**src/rtl/rx_fifo_pkg.sv**
```systemverilog
// Shared helpers for the receive FIFO: pointer width and depth legality.
package rx_fifo_pkg;

  // Number of bits needed to index a memory of the given depth.
  function automatic int ptr_w(input int depth);
    return $clog2(depth);
  endfunction

  // A legal depth is a power of two and at least two entries.
  function automatic bit depth_ok(input int depth);
    return (depth >= 32'sd2) && ((depth & (depth - 32'sd1)) == 32'sd0);
  endfunction

endpackage

```
**src/rtl/rx_fifo_ptr.sv**
```systemverilog
// Wrap-bit pointer register for the receive FIFO: increment enable plus a
// synchronous clear that takes priority over the increment.
module rx_fifo_ptr #(
  parameter int W = 3
) (
  input  logic         CLK,
  input  logic         RESET,
  input  logic         clr,
  input  logic         inc,
  output logic [W-1:0] ptr
);

  logic [W-1:0] ptr_r;

  // Pointer state: clear wins over increment, rollover is natural.
  always_ff @(posedge CLK or negedge RESET) begin
    if (!RESET) begin
      ptr_r <= '0;
    end else if (clr) begin
      ptr_r <= '0;
    end else if (inc) begin
      ptr_r <= ptr_r + W'(1'b1);
    end
  end

  assign ptr = ptr_r;

endmodule

```
**src/rtl/rx_fifo_sync.sv**
```systemverilog
// Synchronous receive FIFO with first-word fall-through, occupancy level,
// programmable almost-full/almost-empty flags, flush and sticky overflow.
module rx_fifo_sync
  import rx_fifo_pkg::*;
#(
  parameter  int WIDTH     = 10,
  parameter  int DEPTH     = 4,
  parameter  int AFULL_TH  = DEPTH - 1,
  parameter  int AEMPTY_TH = 1,
  localparam int PW        = ptr_w(DEPTH),
  localparam int LW        = PW + 1
) (
  input  logic             CLK,
  input  logic             RESET,
  input  logic             FLUSH,
  input  logic [WIDTH-1:0] DATA_UP,
  input  logic             VALID_UP,
  output logic             READY_UP,
  output logic [WIDTH-1:0] DATA_DOWN,
  output logic             VALID_DOWN,
  input  logic             READY_DOWN,
  output logic [LW-1:0]    LEVEL,
  output logic             ALMOST_FULL,
  output logic             ALMOST_EMPTY,
  output logic             OVF_STICKY
);

  if (!depth_ok(DEPTH)) begin : g_depth_chk
    $error("rx_fifo_sync: DEPTH must be a power of two and >= 2");
  end

  if ((AFULL_TH < 1) || (AFULL_TH > DEPTH) ||
      (AEMPTY_TH < 0) || (AEMPTY_TH > DEPTH - 1)) begin : g_th_chk
    $error("rx_fifo_sync: almost-full/almost-empty threshold out of range");
  end

  logic [WIDTH-1:0] mem_r [DEPTH];
  logic [LW-1:0]    wr_ptr_s;
  logic [LW-1:0]    rd_ptr_s;
  logic [LW-1:0]    level_s;
  logic             full_s;
  logic             empty_s;
  logic             wr_fire_s;
  logic             rd_fire_s;
  logic             ovf_sticky_r;

  // Full when the index bits match but the wrap bits differ.
  assign full_s    = (wr_ptr_s[PW-1:0] == rd_ptr_s[PW-1:0]) &&
                     (wr_ptr_s[PW] != rd_ptr_s[PW]);
  assign empty_s   = (wr_ptr_s == rd_ptr_s);
  assign level_s   = wr_ptr_s - rd_ptr_s;
  assign wr_fire_s = VALID_UP & ~full_s;
  assign rd_fire_s = READY_DOWN & ~empty_s;

  rx_fifo_ptr #(.W(LW)) u_wr_ptr (
    .CLK   (CLK),
    .RESET (RESET),
    .clr   (FLUSH),
    .inc   (wr_fire_s),
    .ptr   (wr_ptr_s)
  );

  rx_fifo_ptr #(.W(LW)) u_rd_ptr (
    .CLK   (CLK),
    .RESET (RESET),
    .clr   (FLUSH),
    .inc   (rd_fire_s),
    .ptr   (rd_ptr_s)
  );

  // Storage: only the addressed entry is written; a flush cycle writes nothing.
  always_ff @(posedge CLK or negedge RESET) begin
    if (!RESET) begin
      for (int i = 0; i < DEPTH; i++) begin
        mem_r[i] <= '0;
      end
    end else if (wr_fire_s && !FLUSH) begin
      mem_r[wr_ptr_s[PW-1:0]] <= DATA_UP;
    end
  end

  // Sticky record of any write attempted while the FIFO was full.
  always_ff @(posedge CLK or negedge RESET) begin
    if (!RESET) begin
      ovf_sticky_r <= 1'b0;
    end else if (FLUSH) begin
      ovf_sticky_r <= 1'b0;
    end else if (VALID_UP && full_s) begin
      ovf_sticky_r <= 1'b1;
    end
  end

  assign READY_UP     = ~full_s;
  assign VALID_DOWN   = ~empty_s;
  assign DATA_DOWN    = mem_r[rd_ptr_s[PW-1:0]];
  assign LEVEL        = level_s;
  assign ALMOST_FULL  = (level_s >= LW'(AFULL_TH));
  assign ALMOST_EMPTY = (level_s <= LW'(AEMPTY_TH));
  assign OVF_STICKY   = ovf_sticky_r;

endmodule

```
**config.mk**
```make
export PLATFORM = sky130hd
export DESIGN_NAME = rx_fifo_sync
export DESIGN_NICKNAME = d
export VERILOG_FILES = /design/src/rtl/rx_fifo_pkg.sv /design/src/rtl/rx_fifo_ptr.sv /design/src/rtl/rx_fifo_sync.sv
export SDC_FILE = /design/constraint.sdc
export NUM_CORES = 1
export LEC_CHECK = 0
export ABC_AREA = 1
export BUFFER_PORTS_ARGS = -buffer_cell sky130_fd_sc_hd__buf_4
export CORE_MARGIN = 2
export CORE_UTILIZATION = 60
export CTS_BUF_LIST = sky130_fd_sc_hd__clkbuf_16
export DETAILED_ROUTE_END_ITERATION = 10
export PLACE_DENSITY = 0.83
export SKIP_CTS_REPAIR_TIMING = 1
export SLEW_MARGIN = 20
export SYNTH_ARGS = -nofsm -noshare
export SYNTH_HDL_FRONTEND = slang
export SYNTH_SLANG_ARGS = --single-unit
```
**constraint.sdc**
```tcl
create_clock -name CLK -period 5.7 [get_ports CLK]
set_clock_uncertainty 0.05 [all_clocks]
set_input_delay 0.57 -clock CLK [delete_from_list [all_inputs] [get_ports CLK]]
set_output_delay 0.57 -clock CLK [all_outputs]
set_load 0.1 [all_outputs]
```
==> flow_summary_export.csv, run 1 <==
group,metric,value,unit
final_layout,fin_nets,345,
setup_path,worst_path_max_delay_cell,"dfrtp_1",
placement,dp_hpwl,3.49,mm
final_layout,layout_commonest_cell,"nand2_1",
detailed_routing,routed_via_density,5.50,
synthesis,synth_mux_area_share,0,%
synthesis,ys_types,20,
setup_path,crit_start,"u_rd_ptr.ptr[0]",
sta,worst_pin_slew,0.703,ns
synthesis,netlist_area,2350,sq um
detailed_routing,post-route-drc-count,0,
sta,finalSetupViolCount,0,
final_layout,drive_gt1_share,15.5,%
power_and_ir_drop,ir_drop,0.320,mV
final_layout,antenna_cells,0,
setup_path,crit_path_end_kind,"output pin",
setup_path,required,5.08,ns
power_and_ir_drop,power,0.00136,W
global_route,track_usage,28.0,%
global_route,grt_max_degree,48,
setup_path,crit_arrival,2.47,ns
clock_network,path_clk_slew,0.06,ns
synthesis,yosys.area_share.xor_xnor,1.12,%
final_layout,area_growth,17.6,%
flow_run,max_cap_viol_count,0,
clock_network,cts_root_buf,"clkbuf_16",
floorplan,pin_count,33,
floorplan,die_area,4440,sq um
sta,period_minus_slack,3.09,ns
setup_path,endpoint,"ALMOST_FULL",
power_and_ir_drop,p_leak,1.49,nW
sta,hold_viol,0,
setup_path,crit_top_cell,"nor2_1",
detailed_routing,drtIter0Drc,214,
final_layout,nFillCells,302,
synthesis,synth_top_family_by_area,"simple AND/OR/NAND/NOR gates",
clock_network,clock-sinks,47,
global_route,grt-ovfl-total,0,
detailed_routing,wl_per_cell,14.6,um
global_route,antenna_found_initial,0,
power_and_ir_drop,power.density,491,nW/um^2
floorplan,fp.dieW,66.6,um
detailed_routing,wirelength,5.40,mm
sta,fin_hold_ws,0.229,ns
setup_path,critPathMaxStageDelay,0.80,ns
detailed_routing,ant_nets,0,
synthesis,synth-seq-cells,47,
final_layout,layout_common_cells,"nand2_1 (132), dfrtp_1 (47), buf_4 (32)",
clock_network,cts_tree,"done",
sta,fin_crit_sh,54.2,%
setup_path,worstSetupPathType,"flip-flop to output pin",
setup_path,cp_max_fo,24,
placement,numPortBuffers,32,
sta,timing.final.ws_setup,2.61,ns
synthesis,avgSynthCellArea,8.08,sq um
status,status,"finished, final reports clean",
sta,finalSetupTns,0,ns
setup_path,startpoint_type,"flip-flop",
detailed_routing,vias,2040,
setup_path,path_cells,"ha_1 -> inv_1 -> fa_1 -> xor2_2 -> nor2_1 -> nor2_1 -> buf_4",
detailed_routing,dr.pass1.iters,4,
sta,slew_violations,0,
setup_path,rrSetupSlack,3.34,ns
setup_path,cp_top_family,"flip-flops",
synthesis,synth-compound-area-share,8.19,%
placement,pre_cts_ws,2.92,ns
sta,rsz0062_at_grt,"no",
setup_path,reg2reg_to,"mem_r[9]",
setup_path,path_buf_inv,2,
synthesis,synthCells,291,
placement,finalWeightedCongestion,0.785,
setup_path,cp_num_cells,7,
synthesis,yosys.area_share.simple,32.1,%
floorplan,std_cell_rows,22,
final_layout,instances_no_fill,371,
synthesis,synth-adder-area-share,4.57,%
clock_network,htreeDepth,2,
clock_network,cts_buffer_depth,2,
synthesis,synth.net_count,314,
floorplan,die-height,66.6,um
placement,placed_cells,363,
sta,fmax,0.324,GHz
synthesis,ys.warnings.count,0,
synthesis,synth_seq_area_share,50.0,%
setup_path,timing.rr.start,"u_rd_ptr.ptr[1]",
clock_network,cts_made_buffers,5,
global_route,grt_pass1_wl,9.22,mm
clock_network,insertion_delay,0.29,ns
sta,relSlewSlack,53.1,%
floorplan,fp.coreArea,3720,sq um
global_route,grt_pass1_vias,1965,
floorplan,start_util,63.3,%
setup_path,r2r_cells,9,
hold_path,worstHoldPathType,"input port to asynchronous set/reset pin",
## metal layers
metal	share of wire (%)	vias to the layer above	track usage [%]	routed length, um
met3	7.7	13	4.05	416
met4	1.7	0	14.8	92
met1	44	956	37.5	2370
met2	47	79	44.1	2520
li1	-	992	-	-
met5	0	-	0	0
## synth_stat cells
library cell	count	area (sq um)
o21ai_0	23	115
buf_2	1	5.00
a21oi_1	3	15.0
fa_1	1	20.0
nand3_1	4	20.0
xor2_1	3	26.3
nand4_1	2	12.5
nor2_4	4	45.0
inv_1	16	60.1
nor2_1	24	90.1
buf_1	1	3.75
nand2_2	1	6.26
ha_1	7	87.6
o22ai_1	10	62.6
clkbuf_1	5	18.8
dfrtp_1	47	1180
nand2_1	132	495
nand3_4	2	35.0
nand4_2	4	50.1
buf_4	1	7.51
## kinds of logic after synthesis
logic type	count (synthesis)
XOR/XNOR	3
adder cells (fa/ha/maj)	8
buffers and inverters	24
AO/OA/AOI/OAI	36
flip-flops	47
AND/OR/NAND/NOR	173
## how the worst min path moves through the flow
stage                         start          to  slack, ns  depth (start not counted)
final                         RESET   mem_r[25]       0.23                          1
after global routing          RESET   mem_r[25]       0.28                          1
after CTS                     RESET   mem_r[33]       0.26                          1
after detailed placement  mem_r[11]   mem_r[11]       0.41                          2
after global placement    mem_r[28]   mem_r[28]       0.41                          2
after floorplan               RESET  OVF_STICKY       0.22                          0
## final cells by class
type	count	area (sq um)	share of cell area, %
Sequential cell	47	1180	42.5
Multi-Input combinational cell	220	1090	39.4
Timing Repair Buffer	32	240	8.69
Clock buffer	5	125	4.52
Inverter	16	60.1	2.17
Tap cell	48	60.1	2.17
Clock inverter	3	15.0	0.543
## per-stage QoR
stage | area (sq um) | util (%)
finish | 2770 | 74.4
global route | 2770 | 74.4
CTS | 2770 | 74.4
detailed placement | 2630 | 70.6
global placement | 2630 | 70.6
floorplan | 2360 | -
## flip-flops by register name, summed over array words and instances (netlist names)
register      count
OVF_STICKY        1
mem_r            40
u_rd_ptr.ptr      3
u_wr_ptr.ptr      3
## where the power goes
part           switching, W  internal (W)
combinational      0.000465      0.000135
clock              0.000123      0.000159
sequential        0.0000575      0.000420
No activity file was read; power rests on OpenSTA's default activity.
==> run 2: changes to the inputs <==
Settings changed: CORE_UTILIZATION 60 to 57, PLACE_DENSITY 0.83 to 0.79.
Clock period 5.7 ns to 3.07 ns, I/O delays scaled along.
==> run 2 against run 1 <==
Effect of this change: critical path depth down 1; sequential share of layout area down 0.49 points; worst setup slack got worse by 2.2 ns; worst hold slack got worse by 0.26 ns; global-route usage decreased by 1.6 points; the run now ends with negative hold slack left; via count is 0.78% lower; die area increased by 4.9%; count of clock-buffer cells in the layout unchanged; clock power grew 87%; sequential power increased by 81%; design area is 1.2% higher.
==> flow_summary_export.csv, run 2 (synthesized netlist as in run 1, its figures left out) <==
group,metric,value,unit
global_route,met1_usage,37.5,%
status,status,"finished with violations",
final_layout,multiInputGateArea,1110,sq um
setup_path,path_cells,"inv_1 -> fa_2 -> xor2_4 -> nor2_1 -> nor2_4 -> buf_4",
sta,timing.final.ws_setup,0.405,ns
sta,fin_crit_sh,86.8,%
setup_path,critPathMaxStageDelay,0.56,ns
clock_network,cts_tree,"done",
hold_path,worstHoldPathType,"input port to asynchronous set/reset pin",
floorplan,std_cell_rows,23,
final_layout,area_growth,18.9,%
flow_run,max_cap_viol_count,0,
sta,finalSetupTns,0,ns
sta,period_minus_slack,2.66,ns
final_layout,seq_area,1180,sq um
placement,numPortBuffers,32,
clock_network,path_clk_slew,0.07,ns
global_route,grt-busiest-layer,"met2",
clock_network,cts_root_buf,"clkbuf_16",
power_and_ir_drop,p_comb_share,45.3,%
floorplan,die_area,4660,sq um
final_layout,antenna_cells,0,
placement,place_area,2660,sq um
sta,fmax,0.375,GHz
global_route,track_usage,26.4,%
final_layout,layout_commonest_cell,"nand2_1",
detailed_routing,dr.pass1.iters,4,
clock_network,cts_made_buffers,5,
final_layout,regMostFlops,"mem_r",
global_route,antenna_found_initial,0,
sta,worst_pin_slew,0.636,ns
power_and_ir_drop,power_switching,0.00120,W
clock_network,cts_buffer_depth,2,
setup_path,worst_path_max_delay_cell,"dfrtp_1",
global_route,grt_max_degree,48,
setup_path,startpoint_type,"flip-flop",
power_and_ir_drop,p_leak,1.50,nW
setup_path,cp_max_fo,13,
placement,finalWeightedCongestion,0.759,
floorplan,die-height,68.2,um
detailed_routing,routed_via_density,5.43,
final_layout,fin_area,2800,sq um
global_route,grt_pass1_wl,8.91,mm
floorplan,fp.dieW,68.2,um
final_layout,layout_common_cells,"nand2_1 (132), dfrtp_1 (47), buf_4 (33)",
floorplan,start_util,58.8,%
global_route,grtUsageMet2,41.3,%
final_layout,final_util,69.9,%
placement,pre_cts_ws,0.721,ns
power_and_ir_drop,power.density,908,nW/um^2
status,violations,"negative hold slack",
setup_path,worstSetupPathType,"flip-flop to output pin",
global_route,grt_pass1_vias,1803,
final_layout,drive_gt1_share,17.0,%
placement,placed_cells,366,
final_layout,instances_no_fill,373,
placement,dp_hpwl,3.53,mm
clock_network,htreeDepth,2,
clock_network,clock-sinks,47,
power_and_ir_drop,ir_drop,0.607,mV
sta,rsz0062_at_grt,"no",
floorplan,fp.coreArea,4000,sq um
setup_path,crit_arrival,2.31,ns
detailed_routing,ant_nets,0,
sta,fin_hold_ws,-0.0286,ns
setup_path,required,2.71,ns
sta,slew_violations,0,
global_route,grtUsageMet3,4.61,%
detailed_routing,post-route-drc-count,0,
final_layout,fin_nets,346,
power_and_ir_drop,swShare,47.4,%
power_and_ir_drop,internal_power,0.00134,W
global_route,grt-ovfl-total,0,
clock_network,insertion_delay,0.28,ns
final_layout,nFillCells,327,
sta,hold_viol,47,
detailed_routing,wirelength,5.46,mm
sta,finalSetupViolCount,0,
final_layout,largest_register_ffs,40,
power_and_ir_drop,p_seq_share,34.0,%
detailed_routing,wl_per_cell,14.6,um
detailed_routing,drtIter0Drc,178,
setup_path,crit_path_end_kind,"output pin",
floorplan,pin_count,33,
sta,relSlewSlack,57.6,%
detailed_routing,vias,2024,
power_and_ir_drop,pwr-share-clk,20.7,%
==> run 2: changes by cell type in the layout (fill, tap and decap cells not counted), sizes merged <==
| cell | delta |
|---|---|
| clkinvlp | -1 |
| buf | +1 |
==> run 2: worst paths after layout <==
path	slack, ns	startpoint	cells past startpoint	endpoint
setup / recovery	0.41	u_rd_ptr.ptr[1]	6	ALMOST_FULL
hold / removal	-0.03	RESET	1	mem_r[8]
setup reg to reg	0.72	u_rd_ptr.ptr[1]	9	mem_r[9]
hold reg to reg	0.43	mem_r[13]	2	mem_r[13]
max in group asynchronous	2.59	RESET	1	mem_r[4]
min in group CLK	0.14	FLUSH	2	OVF_STICKY
==> run 2: area by class of cell <==
type	count	share of cell area, %
flip-flops and latches	47	42.0
multi-input cells	220	39.8
clock inverters	2	0.492
well taps	50	2.24
clock buffers	5	4.47
inverters	16	2.15
repair buffers	33	8.86
==> run 2: routing by layer <==
layer,vias to the layer above,part of all wire (%)
li1,990,-
met1,961,45
met5,-,0
met4,0,1.2
met2,66,47
met3,7,6.8
==> run 2: metrics by stage <==
step | hold WS, ns | power [W]
after floorplan | -0.0386 | 0.00179
after global placement | 0.306 | 0.00200
after detailed placement | 0.309 | 0.00202
after CTS | 0.00247 | 0.00255
after global routing | 0.0181 | 0.00266
final | -0.0286 | 0.00254
==> run 2: power by group through the flow <==
| stage | clock [W] | combinational (W) | sequential (W) |
|---|---|---|---|
| 2_1_floorplan | 0 | 0.000934 | 0.000853 |
| 3_3_place_gp | 0 | 0.00113 | 0.000866 |
| 3_5_place_dp | 0 | 0.00115 | 0.000870 |
| 4_1_cts | 0.000531 | 0.00115 | 0.000861 |
| 5_1_grt | 0.000558 | 0.00123 | 0.000882 |
| 6_report | 0.000526 | 0.00115 | 0.000862 |
==> run 2: critical path: cells and delay by family, from the launching register on <==
| kind | cells | cell delay [ns] |
|---|---|---|
| buf+inv | 2 | 0.59 |
| xor+xnor | 1 | 0.18 |
| fa+ha+maj | 1 | 0.50 |
| flops | 1 | 0.56 |
| simple gates | 2 | 0.19 |
==> run 3: changes to the inputs <==
Settings changed: BUFFER_PORTS_ARGS -buffer_cell sky130_fd_sc_hd__buf_4 to unset, CORE_UTILIZATION 57 to 60, DONT_BUFFER_PORTS set to 1, PLACE_DENSITY 0.79 to 0.76.
==> run 3 against run 2 <==
Effect of this change: the flow now finishes without violations; maximum frequency increased by 8.3%; non-clock buffer count decreased by 12; highest routed layer unchanged; core utilization increased by 6.2 points; final cell count decreased by 3.5%; worst hold slack improved by 0.056 ns; register-to-register slack improved by 0.10 ns; sequential cell count unchanged; power increased by 5.5%; first-iteration DRC count decreased by 23%; critical path depth decreased by 1; count of clock-buffer cells in the layout unchanged.
==> flow_summary_export.csv, run 3 (synthesized netlist as in run 1, its figures left out) <==
group,metric,value,unit
status,status,"finished, final reports clean",
global_route,grtUsageMet2,49.3,%
global_route,grtUsageMet3,6.93,%
final_layout,drive_gt1_share,16.7,%
floorplan,fp.dieW,66.6,um
final_layout,instances_no_fill,360,
hold_path,worstHoldPathType,"input port to flip-flop",
setup_path,crit_arrival,2.10,ns
detailed_routing,dr.pass1.iters,5,
global_route,antenna_found_initial,0,
clock_network,htreeDepth,2,
power_and_ir_drop,ir_drop,0.593,mV
clock_network,cts_made_buffers,5,
floorplan,fp.coreArea,3720,sq um
sta,hold_viol,0,
detailed_routing,wl_per_cell,16.4,um
setup_path,critPathMaxStageDelay,0.50,ns
floorplan,die-height,66.6,um
clock_network,cts_tree,"done",
setup_path,cp_max_fo,23,
final_layout,fin_nets,334,
placement,placed_cells,350,
final_layout,area_growth,20.2,%
setup_path,crit_path_end_kind,"output pin",
clock_network,cts_buffer_depth,2,
sta,worst_pin_slew,0.888,ns
global_route,track_usage,29.7,%
setup_path,path_cells,"buf_4 -> inv_1 -> o21ai_0 -> o22ai_2 -> buf_4",
power_and_ir_drop,p_leak,1.49,nW
setup_path,worstSetupPathType,"flip-flop to output pin",
placement,finalWeightedCongestion,0.848,
floorplan,pin_count,33,
final_layout,layout_common_cells,"nand2_1 (132), dfrtp_1 (47), o21ai_0 (23)",
power_and_ir_drop,power.density,947,nW/um^2
clock_network,clock-sinks,47,
detailed_routing,routed_via_density,5.67,
global_route,grt_pass1_vias,2026,
detailed_routing,wirelength,5.91,mm
flow_run,max_cap_viol_count,0,
setup_path,path_buf_inv,3,
sta,fmax,0.406,GHz
sta,relSlewSlack,40.8,%
floorplan,std_cell_rows,22,
floorplan,start_util,63.3,%
final_layout,antenna_cells,0,
power_and_ir_drop,power,0.00268,W
setup_path,required,2.71,ns
clock_network,insertion_delay,0.29,ns
detailed_routing,drtIter0Drc,137,
setup_path,startpoint_type,"flip-flop",
floorplan,die_area,4440,sq um
placement,numPortBuffers,0,
sta,period_minus_slack,2.46,ns
global_route,grt_max_degree,48,
sta,fin_crit_sh,80.1,%
setup_path,cp_top_family,"buffers and inverters",
final_layout,layout_commonest_cell,"nand2_1",
global_route,grt-ovfl-total,0,
sta,finalSetupViolCount,0,
clock_network,cts_root_buf,"clkbuf_16",
detailed_routing,ant_nets,0,
sta,slew_violations,0,
clock_network,path_clk_slew,0.06,ns
setup_path,worst_path_max_delay_cell,"inv_1",
global_route,grt_pass1_wl,9.58,mm
detailed_routing,vias,2042,
setup_path,crit_top_cell,"buf_4",
detailed_routing,post-route-drc-count,0,
sta,rsz0062_at_grt,"no",
global_route,grt-busiest-layer,"met2",
final_layout,largest_register_ffs,40,
sta,finalSetupTns,0,ns
final_layout,regMostFlops,"mem_r",
global_route,met1_usage,37.9,%
placement,dp_hpwl,3.80,mm
## run 3: cell types whose count changed in the layout (fill, tap and decap cells not counted), sizes merged
cell         delta
buf            -13
bufinv          +1
dlygate4sd3     +1
## run 3: worst paths after layout
| path | from | end | slack, ns | depth (start not counted) |
|---|---|---|---|---|
| max in group asynchronous | RESET | mem_r[2] | 2.28 | 2 |
| worst max-delay path | u_rd_ptr.ptr[0] | DATA_DOWN[9] | 0.61 | 5 |
| worst max register to register | u_rd_ptr.ptr[1] | mem_r[27] | 0.82 | 9 |
| min in group asynchronous | RESET | u_rd_ptr.ptr[2] | 0.46 | 2 |
| worst min register to register | mem_r[15] | mem_r[15] | 0.43 | 2 |
| worst min-delay path | FLUSH | OVF_STICKY | 0.03 | 1 |
## run 3: through the flow
stage	instance area, sq um	util (%)	setup slack [ns]	hold slack, ns
5_1_grt	2830	76.1	0.533	0.0195
3_3_place_gp	2630	70.7	0.959	-0.0376
6_report	2830	76.1	0.610	0.0272
3_5_place_dp	2630	70.7	0.867	-0.0376
2_1_floorplan	2380	-	0.00328	-0.0386
4_1_cts	2790	75.1	0.606	-0.345
## run 3: routing by layer
layer / wire length, um / share of wire (%)
met1: 2480 / 42
met5: 0 / 0
met4: 93 / 1.6
met3: 391 / 6.6
met2: 2950 / 50
## run 3: report_power, final
group | switching [W] | internal, W | total, W | leakage (nW)
Clock | 0.000229 | 0.000380 | 0.000608 | 0.0812
Combinational | 0.000911 | 0.000289 | 0.00120 | 0.797
Sequential | 0.0000902 | 0.000779 | 0.000869 | 0.608
Total | 0.00123 | 0.00145 | 0.00268 | 1.49
## run 3: final cells by class
cell class,instances,area [sq um]
Clock inverter,3,38.8
Tap cell,48,60.1
Sequential cell,47,1180
Fill cell,275,888
Inverter,16,60.1
Multi-Input combinational cell,220,1170
Clock buffer,5,125
Timing Repair Buffer,21,193
